**src/rtl/serial_add_ctrl_pkg.sv**
```systemverilog
`default_nettype none
// +----------------------------------------------------------------------+
// | Module   : serial_add_ctrl_pkg                                       |
// | Purpose  : State encodings and helpers for the bit-serial adder.     |
// | Revision : 1.0                                                       |
// +----------------------------------------------------------------------+
package serial_add_ctrl_pkg;

    typedef enum logic [1:0] {
        ST_IDLE = 2'd0,
        ST_RUN  = 2'd1,
        ST_DONE = 2'd2
    } state_t;

    // Ceiling log2 for elaboration-time sizing; returns 0 for values <= 1.
    function automatic int clog2(input int value);
        int r;
        r = 0;
        for (int i = 0; i < 31; i++) begin
            if ((1 << i) < value) begin
                r = i + 1;
            end
        end
        return r;
    endfunction

endpackage
`default_nettype wire

```
**src/rtl/serial_add_ctrl_fa.sv**
```systemverilog
`default_nettype none
// +----------------------------------------------------------------------+
// | Module   : serial_add_ctrl_fa                                        |
// | Purpose  : Combinational 1-bit full adder.                           |
// | Revision : 1.0                                                       |
// +----------------------------------------------------------------------+
module serial_add_ctrl_fa (
    input  logic ai,
    input  logic bi,
    input  logic ci,
    output logic so,
    output logic co
);

    assign so = ai ^ bi ^ ci;
    assign co = (ai & bi) | (ci & (ai ^ bi));

endmodule
`default_nettype wire

```
**src/rtl/serial_add_ctrl.sv**
```systemverilog
`default_nettype none
// +----------------------------------------------------------------------+
// | Module   : serial_add_ctrl                                           |
// | Purpose  : Sequences a 1-bit full adder LSB-first over WIDTH bits.   |
// | Revision : 1.0                                                       |
// +----------------------------------------------------------------------+
module serial_add_ctrl
    import serial_add_ctrl_pkg::*;
#(
    parameter int WIDTH = 8
) (
    input  logic             clk,
    input  logic             rst,
    input  logic             start,
    input  logic [WIDTH-1:0] a,
    input  logic [WIDTH-1:0] b,
    input  logic             cin,
    output logic             busy,
    output logic             done,
    output logic [WIDTH-1:0] sum,
    output logic             cout
);

    localparam int c_CNT_W = (clog2(WIDTH) < 1) ? 1 : clog2(WIDTH);
    localparam logic [c_CNT_W-1:0] c_LAST = c_CNT_W'(WIDTH - 1);

    state_t             r_state;
    logic [WIDTH-1:0]   r_op_a;
    logic [WIDTH-1:0]   r_op_b;
    logic [WIDTH-1:0]   r_acc;
    logic               r_carry;
    logic [c_CNT_W-1:0] r_count;
    logic               r_busy;
    logic               r_done;
    logic [WIDTH-1:0]   r_sum;
    logic               r_cout;

    logic               w_so;
    logic               w_co;
    logic [WIDTH-1:0]   w_acc_next;

    serial_add_ctrl_fa u_fa (
        .ai (r_op_a[0]),
        .bi (r_op_b[0]),
        .ci (r_carry),
        .so (w_so),
        .co (w_co)
    );

    // New sum bit enters at the MSB so that after WIDTH shifts bit 0 is the LSB.
    assign w_acc_next = (r_acc >> 1) | (WIDTH'(w_so) << (WIDTH - 1));

    always_ff @(posedge clk) begin
        if (rst) begin
            r_state <= ST_IDLE;
            r_op_a  <= '0;
            r_op_b  <= '0;
            r_acc   <= '0;
            r_carry <= 1'b0;
            r_count <= '0;
            r_busy  <= 1'b0;
            r_done  <= 1'b0;
            r_sum   <= '0;
            r_cout  <= 1'b0;
        end else begin
            case (r_state)
                ST_RUN: begin
                    r_acc   <= w_acc_next;
                    r_carry <= w_co;
                    r_op_a  <= r_op_a >> 1;
                    r_op_b  <= r_op_b >> 1;
                    r_count <= r_count + c_CNT_W'(1);
                    if (r_count == c_LAST) begin
                        r_state <= ST_DONE;
                        r_busy  <= 1'b0;
                        r_done  <= 1'b1;
                        r_sum   <= w_acc_next;
                        r_cout  <= w_co;
                    end
                end
                // IDLE, DONE and the unreachable encoding all accept a new start.
                default: begin
                    r_done <= 1'b0;
                    if (start) begin
                        r_state <= ST_RUN;
                        r_busy  <= 1'b1;
                        r_op_a  <= a;
                        r_op_b  <= b;
                        r_carry <= cin;
                        r_count <= '0;
                        r_acc   <= '0;
                    end else begin
                        r_state <= ST_IDLE;
                        r_busy  <= 1'b0;
                    end
                end
            endcase
        end
    end

    assign busy = r_busy;
    assign done = r_done;
    assign sum  = r_sum;
    assign cout = r_cout;

endmodule
`default_nettype wire
```
**config.mk**
```make
export PLATFORM = sky130hd
export DESIGN_NAME = serial_add_ctrl
export DESIGN_NICKNAME = d
export VERILOG_FILES = /design/src/rtl/serial_add_ctrl_pkg.sv /design/src/rtl/serial_add_ctrl_fa.sv /design/src/rtl/serial_add_ctrl.sv
export SDC_FILE = /design/constraint.sdc
export NUM_CORES = 1
export LEC_CHECK = 0
export BUFFER_PORTS_ARGS = -buffer_cell sky130_fd_sc_hd__buf_4
export CAP_MARGIN = 0
export CORE_AREA = 5 5 63 65
export DETAILED_ROUTE_END_ITERATION = 6
export DIE_AREA = 0 0 68 70
export GPL_ROUTABILITY_DRIVEN = 0
export GPL_TIMING_DRIVEN = 0
export PLACE_DENSITY = 0.78
export SYNTH_ARGS = -nofsm -noshare
export SYNTH_HDL_FRONTEND = slang
export SYNTH_SLANG_ARGS = --single-unit
```
**constraint.sdc**
```tcl
create_clock -name clk -period 1.9 [get_ports clk]
set_input_delay 0.095 -clock clk [delete_from_list [all_inputs] [get_ports clk]]
set_output_delay 0.095 -clock clk [all_outputs]
set_load 0.01 [all_outputs]
```
==> metrics <==
overall die area=4760 um^2; core area=3284 um^2; Peak VDD IR=595.0 uV; RSZ-0062 raised after global routing=no; Register-to-Register Path Depth=5; final setup violating endpoints=0; clk slew on worst S/H paths=0.11 ns; Initial Util=49.41%; Die Wd=68 um; DRC Markers=0; outcome=finished clean; Synth cell types=22; row cnt=21; syn avg cell area=9.490 um^2; Setup crit end kind=register; Post-Syn Nets=194; # resized after CTS=0; Final Max Tran Viols=0; Logic pwr share=12.5%; Hold Fails Final Rpt=0; Yosys reg bits=39; Synth top area share=48.11%; Crit Path Class=reg2reg; Rel. slew slack=69.03%; top layer in use=met4; startpoint types=register; Leak=0.8097 nW; Worst Hold Depth=2; sequential area share after synthesis=48.11%; met3 wire len=201 um; worst-margin pin slew=0.4645 ns; maximum clock insertion buffer count=2; I/O pin cnt=31; post-DP HPWL=2.587 mm; first-pass GRT wire length=5.865 mm; Cell Int Power=0.001084 W; maximum fanout along the worst path=10; Switching Fraction=26.16%; drt initial violations=40; # H-tree levels=2; final core utilization=59.16%; post-CTS setup buffers=0; clk_skew=0.007297 ns; # nets final=229; CP arrival=1.67 ns; initial antenna violation count=0; port buffer count=28; power per cell area=755.4 nW/um^2; synth warn=0; ranking of synthesized cells by area=dfxtp_1, mux2i_1, a211oi_1; via count=1302; largest net degree at the start of global routing=13; Tmin final=1.439 ns; Routed Wire Length=3.477 mm; wire length per cell=13.74 um; Fmax=694.7 MHz; worst skew pair latency=0.35 ns; clock group share of total power=27.7%; Clock Sinks=39; fin crit share=75.76%; n_diodes=0; Gate Count Post-Synth=171; HP Class=in2reg; Root Buffer=clkbuf_4; Num CTS Buffers=5; Final ANT Viol Nets=0; total power=0.001468 W; drt pass-1 iters=4; total track usage=16.09%; Die Span Y=70 um; worst path required time=2.13 ns; fraction of layout cells with a size suffix above 1=22.71%; Flop pwr share=59.7%; CTS Hold Buffers Added=0; met2 WL=1.729 mm; met1 wire length=1.493 mm; vias in the first global route=1327; max capacitance violation total=0; Area growth syn-to-layout=19.74%; CTS tree=yes; setup ws final=0.4606 ns; area leader, netlist=dfxtp_1; sw power=0.0003839 W; vias per inst=5.146; Post-Syn Area=1623 um^2; post-placement setup slack=0.4542 ns; global route overflow=0; setup tns final=0 ns
layout make-up:
class / count / area [um^2]
Fill cell: 317 / 1341
Clock inverter: 3 / 15.01
Buffer: 14 / 110.1
Clock buffer: 5 / 37.54
Sequential cell: 39 / 780.7
Timing Repair Buffer: 28 / 210.2
Multi-Input combinational cell: 118 / 732.0
Tap cell: 46 / 57.56
per-stage QoR:
step	hold WS (ns)	cell area, um^2	instances
after floorplan	0.2903	1623	171
after global placement	0.3839	1891	245
after detailed placement	0.3953	1891	245
after CTS	0.02593	1943	253
after global routing	0.02597	1943	253
final	0.03721	1943	253
power by group through the flow:
stage	Clock [W]	Sequential [W]	Combinational [W]
global route	0.000461	0.000881	0.000202
floorplan	0	0.000888	0.000127
CTS	0.000424	0.000876	0.000186
finish	0.000407	0.000877	0.000184
detailed placement	0	0.000894	0.000186
global placement	0	0.000891	0.000177
layout by cell type, fill, tap and decap left out:
master     n
clkinv_2   3
o21ai_0    1
mux2i_1   17
nor3_1     3
ha_1       2
a211oi_2   1
buf_12     1
a211oi_1  14
dfxtp_1   39
nand2b_1   2
nand2_1   27
a21oi_1   19
and2b_1    1
fa_1       1
buf_2      3
buf_1      1
and3b_1    1
nand3b_1  11
clkbuf_1   3
nor2_1    17
clkbuf_4   5
buf_4     30
nor3b_1    1
buf_6      4
Yosys cell counts, drive strengths merged:
cell type,n
nand2b,2
clkbuf,3
buf,11
dfxtp,39
ha,2
nor3,3
nor2,17
nand2,27
nor3b,1
fa,1
a21oi,19
mux2i,17
and2b,1
o21ai,1
nand3b,11
a211oi,15
and3b,1
registers in the layout (all words and copies together) (netlist names):
| register | flops |
|---|---|
| sum | 8 |
| r_state | 2 |
| r_op_b | 8 |
| r_count | 3 |
| r_op_a | 8 |
| cout | 1 |
| done | 1 |
| r_acc | 7 |
| r_carry | 1 |
cells by family (layout without fill, tap and decap cells):
| family | Yosys count | count (layout) | synth area share, % |
|---|---|---|---|
| compound gates | 35 | 35 | 13.42 |
| fa+ha+maj | 3 | 3 | 2.775 |
| buf+inv | 14 | 50 | 6.784 |
| flops | 39 | 39 | 48.11 |
| mux | 17 | 17 | 10.49 |
| simple gates | 63 | 63 | 18.43 |
worst max-delay path, stage by stage (launching register included):
cell	delay, ns
dfxtp_1	0.37
ha_1	0.16
ha_1	0.21
nand3b_1	0.32
nand2_1	0.18
a21oi_1	0.07
worst paths after layout:
check             startpoint  slack [ns]   endpoint
setup / recovery  r_count[0]        0.46     sum[7]
hold / removal           rst        0.04  r_op_b[6]
setup reg to reg  r_count[0]        0.46     sum[7]
hold reg to reg       sum[2]        0.46     sum[2]
per-layer routing:
layer	vias up	track usage [%]
met4	0	5.960
met1	608	18.82
li1	660	-
met3	8	6.090
met2	26	26.12
met5	-	0
Power figures use the tool's default switching activity.
